**src/rtl/d_mem_ctl_if.sv**
```systemverilog
// Request/acknowledge bundle between the core's data port and the tape memory controller.
// The core drives through the master modport; the controller serves the slave modport.
interface d_mem_ctl_if #(
  parameter int unsigned D_ADDR_WIDTH = 8,
  parameter int unsigned D_DATA_WIDTH = 8
) ();

  logic                    d_req;
  logic                    d_dir;
  logic [D_ADDR_WIDTH-1:0] d_addr;
  logic [D_DATA_WIDTH-1:0] d_wdata;
  logic                    d_ack;
  logic [D_DATA_WIDTH-1:0] d_rdata;
  logic                    d_err;
  logic                    busy;

  modport master (
    output d_req, d_dir, d_addr, d_wdata,
    input  d_ack, d_rdata, d_err, busy
  );

  modport slave (
    input  d_req, d_dir, d_addr, d_wdata,
    output d_ack, d_rdata, d_err, busy
  );

endinterface

```
**src/rtl/d_mem_ctl.sv**
```systemverilog
// Data-memory controller for the BF tape: single-port RAM behind a req/ack handshake,
// with configurable wait states, optional zero sweep after reset and out-of-range flagging.
module d_mem_ctl #(
  parameter int unsigned D_ADDR_WIDTH   = 8,
  parameter int unsigned D_DATA_WIDTH   = 8,
  parameter int unsigned D_MEM_LENGTH   = 64,
  parameter int unsigned WAIT_STATES    = 1,
  parameter bit          CLEAR_ON_RESET = 1'b1
) (
  input logic          clk,
  input logic          rst_n,
  d_mem_ctl_if.slave   bus
);

  if (D_MEM_LENGTH > (64'd1 << D_ADDR_WIDTH)) begin : g_len_check
    $error("D_MEM_LENGTH exceeds the address space of D_ADDR_WIDTH");
  end
  if (WAIT_STATES > 15) begin : g_wait_check
    $error("WAIT_STATES must be in 0..15");
  end

  localparam int unsigned IdxW = (D_MEM_LENGTH > 1) ? $clog2(D_MEM_LENGTH) : 1;
  localparam logic [D_ADDR_WIDTH:0]   MemLen   = (D_ADDR_WIDTH + 1)'(D_MEM_LENGTH);
  localparam logic [D_ADDR_WIDTH-1:0] LastAddr = D_ADDR_WIDTH'(D_MEM_LENGTH - 1);
  localparam logic [3:0] WaitInit = (WAIT_STATES > 0) ? 4'(WAIT_STATES - 1) : 4'd0;

  typedef enum logic [2:0] {StClear, StIdle, StWait, StCommit, StDone} state_e;
  localparam state_e ResetState = CLEAR_ON_RESET ? StClear : StIdle;

  logic [D_DATA_WIDTH-1:0] mem [D_MEM_LENGTH];

  state_e                  state_q, state_d;
  logic [D_ADDR_WIDTH-1:0] clr_ptr_q, clr_ptr_d;
  logic [3:0]              wait_cnt_q, wait_cnt_d;
  logic                    dir_q, dir_d;
  logic [D_ADDR_WIDTH-1:0] addr_q, addr_d;
  logic [D_DATA_WIDTH-1:0] wdata_q, wdata_d;
  logic                    err_q, err_d;
  logic [D_DATA_WIDTH-1:0] rdata_q, rdata_d;
  logic                    derr_q, derr_d;
  logic                    busy_q, busy_d;

  logic                    mem_we;
  logic [IdxW-1:0]         mem_idx;
  logic [D_DATA_WIDTH-1:0] mem_wd;

  always_comb begin
    state_d    = state_q;
    clr_ptr_d  = clr_ptr_q;
    wait_cnt_d = wait_cnt_q;
    dir_d      = dir_q;
    addr_d     = addr_q;
    wdata_d    = wdata_q;
    err_d      = err_q;
    rdata_d    = rdata_q;
    derr_d     = derr_q;
    mem_we     = 1'b0;
    mem_idx    = addr_q[IdxW-1:0];
    mem_wd     = wdata_q;

    unique case (state_q)
      StClear: begin
        mem_we    = 1'b1;
        mem_idx   = clr_ptr_q[IdxW-1:0];
        mem_wd    = '0;
        clr_ptr_d = clr_ptr_q + 1'b1;
        if (clr_ptr_q == LastAddr) begin
          clr_ptr_d = '0;
          state_d   = StIdle;
        end
      end
      StIdle: begin
        if (bus.d_req) begin
          dir_d   = bus.d_dir;
          addr_d  = bus.d_addr;
          wdata_d = bus.d_wdata;
          // Zero-extended compare so a full-size tape never flags an error.
          err_d   = ({1'b0, bus.d_addr} >= MemLen);
          if (WAIT_STATES > 0) begin
            wait_cnt_d = WaitInit;
            state_d    = StWait;
          end else begin
            state_d    = StCommit;
          end
        end
      end
      StWait: begin
        if (!bus.d_req) begin
          state_d = StIdle;
        end else if (wait_cnt_q == 4'd0) begin
          state_d = StCommit;
        end else begin
          wait_cnt_d = wait_cnt_q - 4'd1;
        end
      end
      StCommit: begin
        // A write commits even if the requester has already withdrawn.
        mem_we = dir_q & ~err_q;
        if (!dir_q) begin
          rdata_d = err_q ? '0 : mem[mem_idx];
        end
        derr_d  = err_q;
        state_d = bus.d_req ? StDone : StIdle;
      end
      StDone: begin
        if (!bus.d_req) begin
          state_d = StIdle;
        end
      end
      default: state_d = StIdle;
    endcase

    busy_d = (state_d == StClear);
  end

  always_ff @(posedge clk or negedge rst_n) begin
    if (!rst_n) begin
      state_q    <= ResetState;
      clr_ptr_q  <= '0;
      wait_cnt_q <= '0;
      dir_q      <= 1'b0;
      addr_q     <= '0;
      wdata_q    <= '0;
      err_q      <= 1'b0;
      rdata_q    <= '0;
      derr_q     <= 1'b0;
      busy_q     <= CLEAR_ON_RESET;
    end else begin
      state_q    <= state_d;
      clr_ptr_q  <= clr_ptr_d;
      wait_cnt_q <= wait_cnt_d;
      dir_q      <= dir_d;
      addr_q     <= addr_d;
      wdata_q    <= wdata_d;
      err_q      <= err_d;
      rdata_q    <= rdata_d;
      derr_q     <= derr_d;
      busy_q     <= busy_d;
    end
  end

  // RAM contents are deliberately left out of reset.
  always_ff @(posedge clk) begin
    if (mem_we) begin
      mem[mem_idx] <= mem_wd;
    end
  end

  assign bus.d_ack   = (state_q == StDone) & bus.d_req;
  assign bus.d_rdata = rdata_q;
  assign bus.d_err   = derr_q;
  assign bus.busy    = busy_q;

endmodule

```
**src/flat_wrapper.sv**
```systemverilog
// flat-port wrapper written by rule: the top's interface ports become plain ports
module d_mem_ctl_flat 
#(
  parameter int unsigned D_ADDR_WIDTH   = 8,
  parameter int unsigned D_DATA_WIDTH   = 8,
  parameter int unsigned D_MEM_LENGTH   = 64,
  parameter int unsigned WAIT_STATES    = 1,
  parameter bit          CLEAR_ON_RESET = 1'b1
)
  (clk, rst_n, bus_d_req, bus_d_dir, bus_d_addr, bus_d_wdata, bus_d_ack, bus_d_rdata, bus_d_err, bus_busy);
  d_mem_ctl_if #(.D_ADDR_WIDTH(D_ADDR_WIDTH), .D_DATA_WIDTH(D_DATA_WIDTH)) bus_i ();
  input logic clk;
  input logic rst_n;
  input wire logic [$bits(bus_i.d_req)-1:0] bus_d_req;
  input wire logic [$bits(bus_i.d_dir)-1:0] bus_d_dir;
  input wire logic [$bits(bus_i.d_addr)-1:0] bus_d_addr;
  input wire logic [$bits(bus_i.d_wdata)-1:0] bus_d_wdata;
  output wire logic [$bits(bus_i.d_ack)-1:0] bus_d_ack;
  output wire logic [$bits(bus_i.d_rdata)-1:0] bus_d_rdata;
  output wire logic [$bits(bus_i.d_err)-1:0] bus_d_err;
  output wire logic [$bits(bus_i.busy)-1:0] bus_busy;
  assign bus_i.d_req = bus_d_req;
  assign bus_i.d_dir = bus_d_dir;
  assign bus_i.d_addr = bus_d_addr;
  assign bus_i.d_wdata = bus_d_wdata;
  assign bus_d_ack = bus_i.d_ack;
  assign bus_d_rdata = bus_i.d_rdata;
  assign bus_d_err = bus_i.d_err;
  assign bus_busy = bus_i.busy;
  d_mem_ctl #(.D_ADDR_WIDTH(D_ADDR_WIDTH), .D_DATA_WIDTH(D_DATA_WIDTH), .D_MEM_LENGTH(D_MEM_LENGTH), .WAIT_STATES(WAIT_STATES), .CLEAR_ON_RESET(CLEAR_ON_RESET)) u_core (.clk(clk), .rst_n(rst_n), .bus(bus_i));
endmodule
```
**config.mk**
```make
export PLATFORM = sky130hd
export DESIGN_NAME = d_mem_ctl_flat
export DESIGN_NICKNAME = d
export VERILOG_FILES = /design/src/rtl/d_mem_ctl_if.sv /design/src/rtl/d_mem_ctl.sv /design/src/flat_wrapper.sv
export SDC_FILE = /design/constraint.sdc
export NUM_CORES = 1
export LEC_CHECK = 0
export CAP_MARGIN = 20
export CORE_ASPECT_RATIO = 0.75
export CORE_UTILIZATION = 56
export CTS_CLUSTER_DIAMETER = 50
export CTS_CLUSTER_SIZE = 28
export DETAILED_ROUTE_END_ITERATION = 10
export HOLD_SLACK_MARGIN = 0.06
export PLACE_DENSITY = 0.75
export SYNTH_ARGS = -nofsm -noshare
export SYNTH_HDL_FRONTEND = slang
export SYNTH_SLANG_ARGS = --single-unit
```
**constraint.sdc**
```tcl
create_clock -name clk -period 2.6 [get_ports clk]
set_input_delay 0.78 -clock clk [delete_from_list [all_inputs] [get_ports clk]]
set_output_delay 0.78 -clock clk [all_outputs]
set_load 0.02 [all_outputs]
```
== Word-level counts from Yosys, hierarchy flattened ==
Memory sizes are Yosys's and may differ from the RTL's.
Cells that the tools add are included.
Storage, ports and cells
  memories: 1
  register bits after elaboration: 41
  input bits: 20
  RAM bits: 512
Cells by class
  bitwise logic cells: 4
  add/subtract/negate cells: 2
  equal/unequal tests: 8
  reductions and logical operators: 7
  order comparisons: 1
  multiplexer cells: 18
Memory list
  u_core.mem: words 64, bits a word 8, rd ports 1, clocked after Yosys merged registers in 0, write ports 1, line d_mem_ctl.sv:30  | logic [D_DATA_WIDTH-1:0] mem [D_MEM_LENGTH];
Operator list (number)
  two-way mux 8 bit: 3
  two-way mux 3 bit: 6
  case mux 3 bit (5 select lines): 1
  two-way mux 4 bit: 3
  adder 8 x 1 -> 8 bit (second input constant): 1
  equality test 8 x 6 -> 1 bit (second input constant): 1
  greater-or-equal comparator 8 x 7 -> 1 bit (second input constant): 1
  case mux 4 bit (2 select lines): 1
  equality test 3 x 2 -> 1 bit (second input constant): 2
  zero test 3 bit: 2
  two-way mux 6 bit: 1
  inequality test 2 bit (second input constant): 3
  zero test 4 bit: 1
  AND reduction 2 bit: 2
  AND reduction 4 bit: 1
  subtractor 4 x 1 -> 4 bit (second input constant): 1
  equality test 3 x 1 -> 1 bit (second input constant): 1
  equality test 3 bit (second input constant): 1
  AND 1 bit: 2
  two-way mux 1 bit: 2
  inverter 1 bit: 2
  case mux 1 bit (2 select lines): 1
  nonzero test 2 bit: 1

== Logic depth before layout (Yosys ltp) ==
Gate-level depths: netlist of the first run.
  depth in word-level cells: 5
  depth in mapped cells: 9
  gate-level depth less buffers: 7

== Worst setup path after synthesis of the first run ==
Ideal clock, no wire load.
  path kind: register -> register
  from: reg u_core.state_q[0]
  to: mem u_core.mem[56][0] (enable)
  period minus slack after synthesis: 2.523 ns
  required time: 2.230 ns
  stages on the path, launching flop included: 8
  arrival time: 2.153 ns
  setup slack: 0.077 ns
  path through: dfrtp_1 > buf_2 > or3_1 > buf_2 > mux2i_4 > or3_1 > clkbuf_1 > nor2_1
On the way
  cells in the longest elaborated chain, start to end: 4
RTL lines
  start: declaration: line d_mem_ctl.sv:32  | state_e state_q, state_d;
  start signal: assignment: line d_mem_ctl.sv:118  | state_q <= ResetState;
  start signal: assignment: line d_mem_ctl.sv:129  | state_q <= state_d;
  equality test 3 x 2 -> 1 bit / zero test 3 bit (equally long branches): line d_mem_ctl.sv:61  | unique case (state_q)
  case mux 1 bit (2 select lines): line d_mem_ctl.sv:61
  two-way mux 1 bit: line d_mem_ctl.sv:144  | if (mem_we) begin
  two-way mux 1 bit (implied by the code): line d_mem_ctl.sv:145  | mem[mem_idx] <= mem_wd;
  end: declaration: line d_mem_ctl.sv:30
Parallel ways exist; a longest one is shown, timed or not.

== Worst setup path in the final report of the first run ==
  from: in bus_d_req
  to: out bus_d_ack
On the way
  cells in the longest elaborated chain, start to end: 1
RTL lines
  start: declaration: line flat_wrapper.sv:14  | input wire logic [$bits(bus_i.d_req)-1:0] bus_d_req;
  AND 1 bit: line d_mem_ctl.sv:149  | assign bus.d_ack = (state_q == StDone) & bus.d_req;
  end: declaration: line flat_wrapper.sv:18  | output wire logic [$bits(bus_i.d_ack)-1:0] bus_d_ack;
Every way passes these cells.

==> results of run 1 <==
[layout make-up]
cell class | count | area share
Clock buffer | 37 | 0.0369
Clock inverter | 27 | 0.0102
Inverter | 4 | 0.000599
Multi-Input combinational cell | 478 | 0.207
Sequential cell | 553 | 0.655
Tap cell | 512 | 0.0256
Timing Repair Buffer | 175 | 0.0651
[logic make-up (layout without fill, tap and decap cells)]
kind of cell | count (synthesis) | after routing | synth area share
DFF | 553 | 553 | 0.751
muxes | 207 | 207 | 0.168
and+or+nand+nor | 193 | 193 | 0.0419
AOI/OAI and AO/OA | 68 | 68 | 0.0217
buffers and inverters | 59 | 243 | 0.0138
xor gates and xnor gates | 7 | 7 | 0.00281
adders and majority gates | 3 | 3 | 0.00172
[metrics by stage]
step / utilization / setup WS, ns / TNS, ns
finish: 0.653 / 0.0978 / 0
global route: 0.653 / 0.0113 / 0
CTS: 0.652 / 0.0597 / 0
detailed placement: 0.622 / -0.178 / -0.178
global placement: 0.622 / -0.176 / -0.176
floorplan: - / 0.0768 / 0
[final timing paths]
kind                       slack [ns]                             from                                 to  depth (start not counted)
hold / removal                   0.31                            rst_n           u_core.err_q$_DFFE_PN0P_                          1
setup reg to reg                 0.13      u_core.state_q[0]$_DFF_PN0_        u_core.mem[21][0]$_DFFE_PP_                          9
max in group asynchronous        1.66                            rst_n  u_core.bus.d_rdata[5]$_DFFE_PN0P_                          2
min in group clk                 0.52  u_core.clr_ptr_q[7]$_DFFE_PN0P_    u_core.clr_ptr_q[7]$_DFFE_PN0P_                          1
setup / recovery                  0.1                        bus_d_req                          bus_d_ack                          3
hold reg to reg                  0.52  u_core.clr_ptr_q[7]$_DFFE_PN0P_    u_core.clr_ptr_q[7]$_DFFE_PN0P_                          1
[cell usage in the layout, fill, tap and decap left out, drive strengths merged, types with 3 or more instances in the layout]
cell type      synthesis  routed
mux4                 123     123
o211ai                 7       7
and2                  11      11
o2111ai                3       3
clkdlybuf4s50          0      28
a22oi                 13      13
mux2i                 59      59
nand3                 18      18
xnor2                  4       4
nand3b                 6       6
ha                     3       3
or3                    5       5
buf                   42     146
nand2b                 8       8
dfrtp                 40      40
nand2                 33      33
a21oi                  7       7
inv                    4      18
o21ai                 14      14
nand4                  5       5
clkbuf                13      37
a22o                   6       6
xor2                   3       3
nor2b                  8       8
o22ai                  6       6
edfxtp               512     512
and3                   4       4
nor3                   3       3
nor2                  83      83
mux2                  25      25
clkinv                 0      11
[repair_timing]
action                                 CTS  global route
pin swaps                                0             0
endpoints found under the hold margin    0             0
setup endpoints to repair                1           217
gates resized for setup                  1             5
[per-layer routing]
metal,vias to the layer above,track usage
li1,4740,-
met1,5796,0.370
met2,543,0.354
met3,94,0.0599
met4,0,0.0723
met5,-,0
[power by group]
group / switching, uW / internal [uW] / leakage, uW
Sequential: 409 / 11900 / 0.00518
Clock: 3110 / 2770 / 0.000575
Combinational: 6300 / 4370 / 0.00262
Total: 9820 / 19100 / 0.00837
[flip-flops by register name, indices dropped and copies added (netlist names)]
name	cells
u_core.addr_q	6
u_core.bus.busy	1
u_core.bus.d_err	1
u_core.bus.d_rdata	8
u_core.clr_ptr_q	8
u_core.dir_q	1
u_core.err_q	1
u_core.mem	512
u_core.state_q	3
u_core.wait_cnt_q	4
u_core.wdata_q	8
==> qor_table.md, run 1 <==
| Stage | Result | Reported |
|---|---|---|
| sta | Setup skew after layout | 0.0228 ns |
| clock network | Hold buffer count at CTS | 0 |
| global routing | Via count of the first global-routing pass | 10,943 |
| route | Uppermost layer routed | met4 |
| synth | Nets in the synthesized netlist | 1,113 |
| synth | Cell count after synthesis | 1,090 |
| place | Last weighted congestion value of the routability-driven placer | 0.916 |
| global routing | Pin count of the biggest net entering global routing | 65 |
| synth | Number of warning messages in the yosys log | 0 |
| route | Average via count per standard cell | 6.26 |
| sta | Rel. slew slack | 0.473 |
| global routing | Total congestion overflow | 0 |
| critical path | Cell breakdown of the critical path | clkdlybuf4s50_1, and3_1, dlygate4sd2_1 |
| sta | Number of failing hold endpoints at the final stage | 0 |
| critical path | Max incr delay on CP | 0.48 ns |
| sta | Worst slack on hold paths | 0.314 ns |
| critical path | Critical path arrival | 1.72 ns |
| job | Count of maximum capacitance violations | 0 |
| synth | Leading area contributor after synthesis | edfxtp_1 |
| pwr | Total design power | 28,900 uW |
| pwr | VDD IR-drop max | 0.000937 V |
| sta | Peak clock frequency supported by timing | 0.400 GHz |
| clock network | Clock latency reported for the late side of the worst-skew pair | 0.56 ns |
| sta | Min Tclk post-route | 2.50 ns |
| synth | Library cells used by synthesis | 53 |
| pwr | Total power per unit cell area | 1150 nW/um^2 |
| layout | Cell Count, Final, Fillers Out | 1,786 |
| place | Post-detail-place hpwl | 29,800 um |
| sta | Slew Viols, Final | 0 |
| synth | Number of enable-type register cells in the synthesized netlist | 512 |
| clock network | CTS root buf | clkbuf_16 |
| layout | Antenna diodes | 0 |
| critical path | Largest delay contributor family on the critical path | buffers and inverters |
| critical path | Class of the most critical setup path | in2out |
| clock network | Depth of the CTS H-tree | 2 |
| critical path | WP buf/inv | 2 |
| layout | Design Area, Final | 25,100 sq um |
| sta | Unrepaired setup endpoints after global routing | false |
| route | Total via count after detailed routing | 11,173 |
| place | Input/output buffers | 30 |
| synth | Top cells by instance count after synthesis | edfxtp_1, mux4_2, nor2_1, mux2i_1, dfrtp_1 |
| critical path | Cell with the biggest individual delay on the critical path | clkdlybuf4s50_1 |
| route | Average routed wire per standard cell | 26.7 um |
| synth | Sequential fraction of the synthesis area | 0.751 |
| global routing | Antenna violations before repair | 0 |
| clock network | Sinks on the clock net | 553 |
| layout | Reg area | 16,400 sq um |
| place | Placement Cell Area | 23,900 sq um |
| place | Placed instance count | 1,722 |
| clock network | Number of buffers on the longest clock path | 3 |
| synth | Mapped Area | 21,900 sq um |
| worst hold path | Hold Crit Class | in2async |
| route | Number of violations reported at the end of detailed-routing iteration 0 | 1,218 |
| layout | Total area of multi-input combinational cells | 5190 sq um |
| synth | Cell with the most instances after synthesis | edfxtp_1 |
| clock network | Setup repair bufs after CTS | 0 |
| global routing | GRT Overall Usage | 0.244 |
| floorplanning | Core Footprint | 38,400 sq um |
| synth | Syn avg cell area | 20.1 sq um |
| floorplanning | Initial Utilization | 0.569 |
| floorplanning | Die area | 39,800 sq um |
| clock network | Clock-pin slew on the worst setup and hold paths | 0.09 ns |
| layout | Growth of design area from synthesis to finish | 14.7% |
| global routing | First-pass GRT wire length | 70,300 um |
| route | Met2 WL post-DR | 21,500 um |
| layout | Layout cells sized above 1 | 0.297 |
| critical path | WP data required | 1.82 ns |
| synth | Proportion of netlist area held by the largest area contributor | 0.703 |
| floorplanning | Std-Cell Rows | 62 |
| synth | Share of flip-flops with an asynchronous set or reset after synthesis | 0.0741 |
| sta | Final period util | 0.962 |
| critical path | Startpoint types | input port |
| pwr | Static Leakage | 0.00837 uW |
| sta | Final setup vio count | 0 |
| critical path | Element type at the critical path end | output pin |
| sta | Worst Max-Slew Pin Slew | 0.790 ns |
| layout | Post-layout net count | 1,271 |
| route | Number of nets with antenna violations after routing | 0 |
| route | Routed wire length | 47,600 um |
| route | Sum of routed wire segments on met1 | 20,100 um |
| route | Remaining routing DRC violations | 0 |
| route | Initial DRT Pass Iterations | 5 |
| critical path | Critical path fanouts, max | 2 |
| clock network | CTS tree | built |
| floorplanning | Y dimension of the die | 173 um |
| synth | FF+latch count, synth | 553 |
| synth | Top cells by area in the synthesized netlist | edfxtp_1, mux4_2, dfrtp_1, mux2i_1, nor2_1 |
| floorplanning | Num ports | 31 |
| layout | Number of filler cells placed in the layout | 2,437 |
| floorplanning | Die X | 230 um |
| clock network | Num CTS Buffers | 36 |
| run status | Run status | complete, no violations |
| route | Detailed route wirelength on metal3 | 4650 um |
| synth | Leading register cell type out of synthesis | edfxtp_1 |
(Power assumes the default switching activity.)
==> inputs of run 2 (changes only) <==
GPL_ROUTABILITY_DRIVEN = 1   (was not set)
==> results of run 2 <==
The final DEF is identical to that of run 1; final timing and power are the same.
